===== config.mk =====
export PLATFORM = sky130hd
export DESIGN_NAME = tablero_buscaminas_ctrl
export DESIGN_NICKNAME = d
export VERILOG_FILES = /design/src/rtl/tablero_buscaminas_ctrl.sv
export SDC_FILE = /design/constraint.sdc
export NUM_CORES = 2
export LEC_CHECK = 0
export CAP_MARGIN = 40
export CELL_PAD_IN_SITES_DETAIL_PLACEMENT = 1
export CELL_PAD_IN_SITES_GLOBAL_PLACEMENT = 2
export CORE_MARGIN = 2
export CORE_UTILIZATION = 42
export DETAILED_ROUTE_END_ITERATION = 12
export PLACE_DENSITY_LB_ADDON = 0.1
export SYNTH_ARGS = -nofsm -noshare
export SYNTH_HDL_FRONTEND = slang
export SYNTH_SLANG_ARGS = --single-unit

===== constraint.sdc =====
create_clock -name clk -period 10.09 [get_ports clk]
set_clock_uncertainty 0.15 [all_clocks]
set_input_delay 1.5135 -clock clk [delete_from_list [all_inputs] [get_ports clk]]
set_output_delay 1.5135 -clock clk [all_outputs]
set_load 0.01 [all_outputs]

===== src/rtl/tablero_buscaminas_ctrl.sv =====
// Minesweeper board engine: mine placement (LFSR or manual), neighbour counting,
// reveal/flag moves with valid/ready, zero-region flood fill, win/lose tracking.
module tablero_buscaminas_ctrl #(
    parameter int          FILAS      = 8,
    parameter int          COLUMNAS   = 8,
    parameter int          NUM_BOMBAS = 10,
    parameter logic [15:0] SEMILLA    = 16'hACE1
) (
    input  logic                                  clk,
    input  logic                                  rst_n,
    input  logic                                  start,
    input  logic                                  modo_aleatorio,
    input  logic                                  bomba_we,
    input  logic [3:0]                            bomba_x,
    input  logic [3:0]                            bomba_y,
    input  logic                                  mov_valid,
    output logic                                  mov_ready,
    input  logic [1:0]                            mov_tipo,
    input  logic [3:0]                            pos_x,
    input  logic [3:0]                            pos_y,
    input  logic [3:0]                            rd_x,
    input  logic [3:0]                            rd_y,
    output logic [3:0]                            rd_celda,
    output logic [$clog2(FILAS*COLUMNAS+1)-1:0]   casillas_libres,
    output logic [$clog2(FILAS*COLUMNAS+1)-1:0]   banderas_rest,
    output logic                                  game_over,
    output logic                                  victoria
);
    localparam int          CELDAS     = FILAS * COLUMNAS;
    localparam int          CW         = $clog2(CELDAS + 1);
    localparam int          IDXW       = $clog2(CELDAS);
    localparam logic [15:0] SEMILLA_EF = (SEMILLA == 16'h0000) ? 16'hACE1 : SEMILLA;

    typedef enum logic [2:0] {
        S_IDLE   = 3'd0,
        S_CLEAR  = 3'd1,
        S_PLACE  = 3'd2,
        S_COUNT  = 3'd3,
        S_READY  = 3'd4,
        S_EXPAND = 3'd5,
        S_WON    = 3'd6,
        S_LOST   = 3'd7
    } estado_t;

    estado_t           estado_r;
    logic [CELDAS-1:0] mina_r, revelada_r, bandera_r;
    logic [3:0]        cuenta_r [CELDAS];
    logic [3:0]        fil_r, col_r;
    logic [CW-1:0]     colocadas_r, total_r, libres_r, banderas_r;
    logic [15:0]       lfsr_r;
    logic              modo_r, mov_ready_r, game_over_r, victoria_r, hubo_rev_r;

    logic [IDXW-1:0]   idx_s, midx_s, bidx_s, ridx_s, cand_s, nidx_s;
    logic [15:0]       lfsr_sig_s;
    logic [CW-1:0]     total_s;
    logic [3:0]        cnt_s;
    logic              cero_s, fin_fila_s, fin_tablero_s, cand_ok_s, exp_rev_s;
    logic              pos_in_s, bomba_in_s, rd_in_s, start_ok_s;
    int                nr, nc;

    assign idx_s         = IDXW'(int'(fil_r) * COLUMNAS + int'(col_r));
    assign midx_s        = IDXW'(int'(pos_x) * COLUMNAS + int'(pos_y));
    assign bidx_s        = IDXW'(int'(bomba_x) * COLUMNAS + int'(bomba_y));
    assign ridx_s        = IDXW'(int'(rd_x) * COLUMNAS + int'(rd_y));
    assign pos_in_s      = (int'(pos_x) < FILAS) && (int'(pos_y) < COLUMNAS);
    assign bomba_in_s    = (int'(bomba_x) < FILAS) && (int'(bomba_y) < COLUMNAS);
    assign rd_in_s       = (int'(rd_x) < FILAS) && (int'(rd_y) < COLUMNAS);
    assign fin_fila_s    = (int'(col_r) == COLUMNAS - 1);
    assign fin_tablero_s = fin_fila_s && (int'(fil_r) == FILAS - 1);
    // x^16+x^14+x^13+x^11+1, right-shifting Fibonacci form
    assign lfsr_sig_s    = {lfsr_r[0] ^ lfsr_r[2] ^ lfsr_r[3] ^ lfsr_r[5], lfsr_r[15:1]};
    assign cand_s        = lfsr_r[IDXW-1:0];
    assign cand_ok_s     = (int'(cand_s) < CELDAS) && !mina_r[cand_s];
    assign total_s       = total_r + {{(CW-1){1'b0}}, mina_r[idx_s]};
    assign exp_rev_s     = !revelada_r[idx_s] && !bandera_r[idx_s] && !mina_r[idx_s] && cero_s;
    assign start_ok_s    = start && ((estado_r == S_IDLE) || (estado_r == S_READY) ||
                                     (estado_r == S_WON) || (estado_r == S_LOST));

    // Scan the 8 clipped neighbours of the scan cell: mine count and revealed-zero presence
    always_comb begin
        cnt_s  = 4'd0;
        cero_s = 1'b0;
        nr     = 0;
        nc     = 0;
        nidx_s = '0;
        for (int dr = -1; dr <= 1; dr++) begin
            for (int dc = -1; dc <= 1; dc++) begin
                nr = int'(fil_r) + dr;
                nc = int'(col_r) + dc;
                if (!(dr == 0 && dc == 0) && nr >= 0 && nr < FILAS && nc >= 0 && nc < COLUMNAS) begin
                    nidx_s = IDXW'(nr * COLUMNAS + nc);
                    if (mina_r[nidx_s]) begin
                        cnt_s = cnt_s + 4'd1;
                    end else begin
                        cnt_s = cnt_s;
                    end
                    if (revelada_r[nidx_s] && cuenta_r[nidx_s] == 4'd0) begin
                        cero_s = 1'b1;
                    end else begin
                        cero_s = cero_s;
                    end
                end else begin
                    nidx_s = nidx_s;
                end
            end
        end
    end

    // Combinational renderer read port
    always_comb begin
        rd_celda = 4'd9;
        if (!rd_in_s) begin
            rd_celda = 4'd15;
        end else if (estado_r == S_LOST && mina_r[ridx_s]) begin
            rd_celda = 4'd11;
        end else if (revelada_r[ridx_s]) begin
            rd_celda = cuenta_r[ridx_s];
        end else if (bandera_r[ridx_s]) begin
            rd_celda = 4'd10;
        end else begin
            rd_celda = 4'd9;
        end
    end

    // Game FSM, board state, counters and registered status outputs
    always_ff @(posedge clk or negedge rst_n) begin
        if (!rst_n) begin
            estado_r    <= S_IDLE;
            mina_r      <= '0;
            revelada_r  <= '0;
            bandera_r   <= '0;
            for (int i = 0; i < CELDAS; i++) cuenta_r[i] <= 4'd0;
            fil_r       <= 4'd0;
            col_r       <= 4'd0;
            colocadas_r <= '0;
            total_r     <= '0;
            libres_r    <= '0;
            banderas_r  <= '0;
            lfsr_r      <= SEMILLA_EF;
            modo_r      <= 1'b0;
            mov_ready_r <= 1'b0;
            game_over_r <= 1'b0;
            victoria_r  <= 1'b0;
            hubo_rev_r  <= 1'b0;
        end else if (start_ok_s) begin
            estado_r    <= S_CLEAR;
            modo_r      <= modo_aleatorio;
            mov_ready_r <= 1'b0;
            game_over_r <= 1'b0;
            victoria_r  <= 1'b0;
        end else begin
            case (estado_r)
                S_IDLE: begin
                    if (bomba_we && bomba_in_s) mina_r[bidx_s] <= 1'b1;
                end
                S_CLEAR: begin
                    revelada_r  <= '0;
                    bandera_r   <= '0;
                    for (int i = 0; i < CELDAS; i++) cuenta_r[i] <= 4'd0;
                    fil_r       <= 4'd0;
                    col_r       <= 4'd0;
                    colocadas_r <= '0;
                    total_r     <= '0;
                    libres_r    <= '0;
                    banderas_r  <= '0;
                    if (modo_r) begin
                        mina_r   <= '0;
                        estado_r <= S_PLACE;
                    end else begin
                        estado_r <= S_COUNT;
                    end
                end
                S_PLACE: begin
                    lfsr_r <= lfsr_sig_s;
                    if (cand_ok_s) begin
                        mina_r[cand_s] <= 1'b1;
                        colocadas_r    <= colocadas_r + CW'(1);
                        if (colocadas_r == CW'(NUM_BOMBAS - 1)) estado_r <= S_COUNT;
                    end
                end
                S_COUNT: begin
                    cuenta_r[idx_s] <= cnt_s;
                    total_r         <= total_s;
                    if (fin_tablero_s) begin
                        fil_r      <= 4'd0;
                        col_r      <= 4'd0;
                        libres_r   <= CW'(CELDAS) - total_s;
                        banderas_r <= total_s;
                        if (total_s == '0) begin
                            estado_r   <= S_WON;
                            victoria_r <= 1'b1;
                        end else begin
                            estado_r    <= S_READY;
                            mov_ready_r <= 1'b1;
                        end
                    end else if (fin_fila_s) begin
                        col_r <= 4'd0;
                        fil_r <= fil_r + 4'd1;
                    end else begin
                        col_r <= col_r + 4'd1;
                    end
                end
                S_READY: begin
                    if (!mov_ready_r) begin
                        // recovery cycle after each accepted move; win is detected here
                        if (libres_r == '0) begin
                            estado_r   <= S_WON;
                            victoria_r <= 1'b1;
                        end else begin
                            mov_ready_r <= 1'b1;
                        end
                    end else if (mov_valid) begin
                        mov_ready_r <= 1'b0;
                        if (pos_in_s) begin
                            case (mov_tipo)
                                2'd1: begin
                                    if (!revelada_r[midx_s] && !bandera_r[midx_s]) begin
                                        if (mina_r[midx_s]) begin
                                            estado_r    <= S_LOST;
                                            game_over_r <= 1'b1;
                                        end else begin
                                            revelada_r[midx_s] <= 1'b1;
                                            libres_r           <= libres_r - CW'(1);
                                            if (cuenta_r[midx_s] == 4'd0) begin
                                                estado_r   <= S_EXPAND;
                                                fil_r      <= 4'd0;
                                                col_r      <= 4'd0;
                                                hubo_rev_r <= 1'b0;
                                            end
                                        end
                                    end
                                end
                                2'd2: begin
                                    if (bandera_r[midx_s]) begin
                                        bandera_r[midx_s] <= 1'b0;
                                        banderas_r        <= banderas_r + CW'(1);
                                    end else if (!revelada_r[midx_s] && banderas_r != '0) begin
                                        bandera_r[midx_s] <= 1'b1;
                                        banderas_r        <= banderas_r - CW'(1);
                                    end
                                end
                                default: begin
                                    mov_ready_r <= 1'b0;
                                end
                            endcase
                        end
                    end
                end
                S_EXPAND: begin
                    if (exp_rev_s) begin
                        revelada_r[idx_s] <= 1'b1;
                        libres_r          <= libres_r - CW'(1);
                    end
                    if (fin_tablero_s) begin
                        fil_r      <= 4'd0;
                        col_r      <= 4'd0;
                        hubo_rev_r <= 1'b0;
                        // a full pass with no reveal means the region is closed
                        if (!(hubo_rev_r || exp_rev_s)) begin
                            if (libres_r == '0) begin
                                estado_r   <= S_WON;
                                victoria_r <= 1'b1;
                            end else begin
                                estado_r    <= S_READY;
                                mov_ready_r <= 1'b1;
                            end
                        end
                    end else begin
                        if (exp_rev_s) hubo_rev_r <= 1'b1;
                        if (fin_fila_s) begin
                            col_r <= 4'd0;
                            fil_r <= fil_r + 4'd1;
                        end else begin
                            col_r <= col_r + 4'd1;
                        end
                    end
                end
                S_WON, S_LOST: begin
                    mov_ready_r <= 1'b0;
                end
                default: begin
                    estado_r <= S_IDLE;
                end
            endcase
        end
    end

    assign mov_ready       = mov_ready_r;
    assign casillas_libres = libres_r;
    assign banderas_rest   = banderas_r;
    assign game_over       = game_over_r;
    assign victoria        = victoria_r;

endmodule

==> results_dict.tcl <==
set metrics [dict create \
    finalSetupViolCount 0 \
    cellPowerDensity_nw_per_um2 347.7 \
    fin_crit_sh_pct 90.41 \
    relSlewSlack_pct 14.47 \
    cp_top_family "adder cells" \
    dieArea_um2 90890 \
    netlist_area_um2 37170 \
    crit_path_end_kind "flop" \
    yosysTopAreaCell "dfrtp_1" \
    die_h_um 301.5 \
    synthArstFlopShare_pct 100.0 \
    grt_pass1_wl_um 279500 \
    use_met3_pct 13.33 \
    row_count 109 \
    grt_max_degree 164 \
    drv_slew 0 \
    crit_fanout 64 \
    grt-ovfl-total 0 \
    reg2reg_from "col_r[0]$_DFFE_PN0P_" \
    hp-class "reg2reg" \
    grt_util_met1_pct 53.25 \
    synth-edff-count 0 \
    critical_path_required_ns 10.45 \
    holdCritStartpoint "lfsr_r[7]$_DFFE_PN1P_" \
    busiest_layer "met2" \
    grt_setup_unrepaired "no" \
    cp_common_cell "ha_1" \
    vdd_ir_drop_max_mv 1.125 \
    start_util_pct 42.19 \
    critPathMaxStageDelay_ns 0.72 \
    io_pins 53 \
    worstSetupPathType "reg2reg" \
    cts_hold_buf 0 \
    drtPass1Iterations 6 \
    path_clk_slew_ns 0.06 \
    worstSetupStartpoint "col_r[0]$_DFFE_PN0P_" \
    drive_above_1_share_pct 16.47 \
    viasPerCell 7.438 \
    tightest_slew_ns 1.283 \
    post_cts_buffers 0 \
    ys_seq_area_share_pct 34.23 \
    whs_ns 0.3126 \
    cts_tree "yes" \
    drt-wirelength-per-cell_um 37.68 \
    cp_num_buf_inv 2 \
    critPathLaunchType "flop" \
    reg2reg_slack_ns 0.97 \
    yosys.cell_types.count 97 \
    grt_antenna_before_repair 11 \
    cts_resized 0 \
    synth_area_leaders "dfrtp_1 (34%), mux4_2 (14%), o21ai_0 (5.2%)" \
    nNetsFinal 3976 \
    route.antenna.remaining_nets 0 \
    grt_use_met2_pct 63.87 \
    worstPathArrival_ns 9.48 \
    via_count 38090 \
    avgSynthCellArea_um2 9.376 \
    drv_cap 0 \
    routed_wl_um 193000 \
    nFillCells 9905 \
    portBuffers 52 \
    track_usage_pct 42.22 \
    die_x_um 301.5 \
    synth_ff_type "dfrtp_1" \
    synth_seq_cells 508 \
    slowest_stage "dfrtp_4" \
    timing.fmax_mhz 109.6 \
    syn2layout_area_growth_pct 12.16 \
    drtIter0Drc 5211 \
    cts.htree.levels 3 \
    final_hold_viol_count 0 \
    coreArea_um2 88100 \
    tns_ns 0 \
    synth_cells 3964 \
    dpl.hpwl_um 135900 \
    place_congestion 1.001 \
    drc 0 \
    cts_root_buffer "clkbuf_16" \
    insertion_delay_ns 0.68 \
    leakagePower_nw 16.46 \
    grt_pass1_vias 37920 \
    yosys_warnings 0 \
    cts_buffer_depth 3 \
    yosysTopAreaCellShare_pct 33.66 \
    cts_sinks 508 \
    cts_made_buffers 67 \
    fin_crit_ns 9.122 \
    synth_fp_nets 4042 \
    outcome "completed" \
]
-- synthesized netlist by cell type (64+ instances only) --
master	number
o21ai_0	387
nor3_1	75
o22ai_1	168
dfrtp_1	500
o31ai_1	72
mux4_2	225
nand2_1	362
mux2i_1	97
mux2_2	64
a21oi_1	208
a22o_1	84
nand3_1	325
clkbuf_1	208
nor2_1	248
-- flip-flops by register name, summed over array words and instances, names as in the netlist --
name / count
bandera_r: 64
banderas_rest: 7
casillas_libres: 7
col_r: 4
colocadas_r: 7
cuenta_r: 256
estado_r: 3
fil_r: 4
game_over: 1
hubo_rev_r: 1
lfsr_r: 16
mina_r: 64
modo_r: 1
mov_ready: 1
revelada_r: 64
total_r: 7
victoria: 1
-- final cells by class --
type	instances	area [µm²]	share of cell area (%)
sequential	508	12730	30.55
timing repair buffer	197	1991	4.775
multi-input combinational	3074	22990	55.14
antenna	4	10.01	0.02401
clock inverter	21	309.0	0.7413
inverter	50	187.7	0.4502
tap	1165	1458	3.497
clock buffer	102	2011	4.823
-- where the power goes --
group	internal (mW)	switching, mW	total (mW)
Combinational	2.70	6.20	8.89
Sequential	2.30	0.745	3.04
Clock	1.54	1.02	2.56
Total	6.53	7.96	14.5
-- cell families after synthesis --
kind of cell | synth area share (%)
AO/OA/AOI/OAI | 22.59
buffers and inverters | 4.528
multiplexers | 18.43
adder cells (fa/ha/maj) | 1.690
AND/OR/NAND/NOR | 16.66
flip-flops | 34.23
XOR/XNOR | 1.865
-- per-stage QoR --
stage	area, µm²	utilization, %	power, mW	setup slack (ns)	instances
after floorplan	37170	-	7.679	1.515	3964
after global placement	38770	44.01	11.25	1.292	4953
after detailed placement	39310	44.62	11.73	1.165	4990
after CTS	41630	47.25	14.31	1.115	5113
after global routing	41680	47.31	14.92	0.6509	5117
final	41690	47.32	14.50	0.9681	5121
-- layer usage --
layer,vias to the layer above,share of wire (%)
met5,-,0.052
met4,14,7.1
met3,790,11
met2,2539,44
met1,19450,38
li1,15300,-
-- cells in the final DEF (no fill, tap or decap), drive strengths merged, types with 16 or more instances in the layout --
| cell type | instances |
|---|---|
| dfrtp | 500 |
| o21ai | 413 |
| nand2 | 362 |
| nand3 | 325 |
| nor2 | 248 |
| mux4 | 227 |
| a21oi | 208 |
| o22ai | 168 |
| buf | 147 |
| clkbuf | 104 |
| mux2i | 98 |
| o31ai | 88 |
| a22o | 84 |
| nor3 | 76 |
| mux2 | 66 |
| nor4 | 59 |
| a221oi | 53 |
| inv | 53 |
| a22oi | 50 |
| clkdlybuf4s50 | 45 |
| ha | 39 |
| nor2b | 33 |
| xnor2 | 32 |
| xor2 | 28 |
| o211ai | 24 |
| nand2b | 21 |
| a211oi | 21 |
| or3 | 20 |
| nor3b | 20 |
| nand3b | 16 |
| a31oi | 16 |
-- final timing paths --
check,end,depth (start not counted)
min,lfsr_r[7]$_DFFE_PN1P_,2
max reg2reg,cuenta_r[215]$_DFFE_PN0P_,29
min reg2reg,lfsr_r[7]$_DFFE_PN1P_,2
min in group asynchronous,lfsr_r[8]$_DFFE_PN0P_,1
max,cuenta_r[215]$_DFFE_PN0P_,29
max in group asynchronous,revelada_r[7]$_DFFE_PN0P_,3
-- worst reg2reg max path, delay by kind of cell (launching register included) --
kind                       cells  cell delay [ns]
AOI/OAI and AO/OA              6             1.47
xor gates and xnor gates       3             1.07
adders and majority gates      7             2.11
buffers and inverters          2             0.56
DFF                            1             0.72
muxes                          4             1.25
and+or+nand+nor                7             1.62
(Power assumes the default switching activity.)
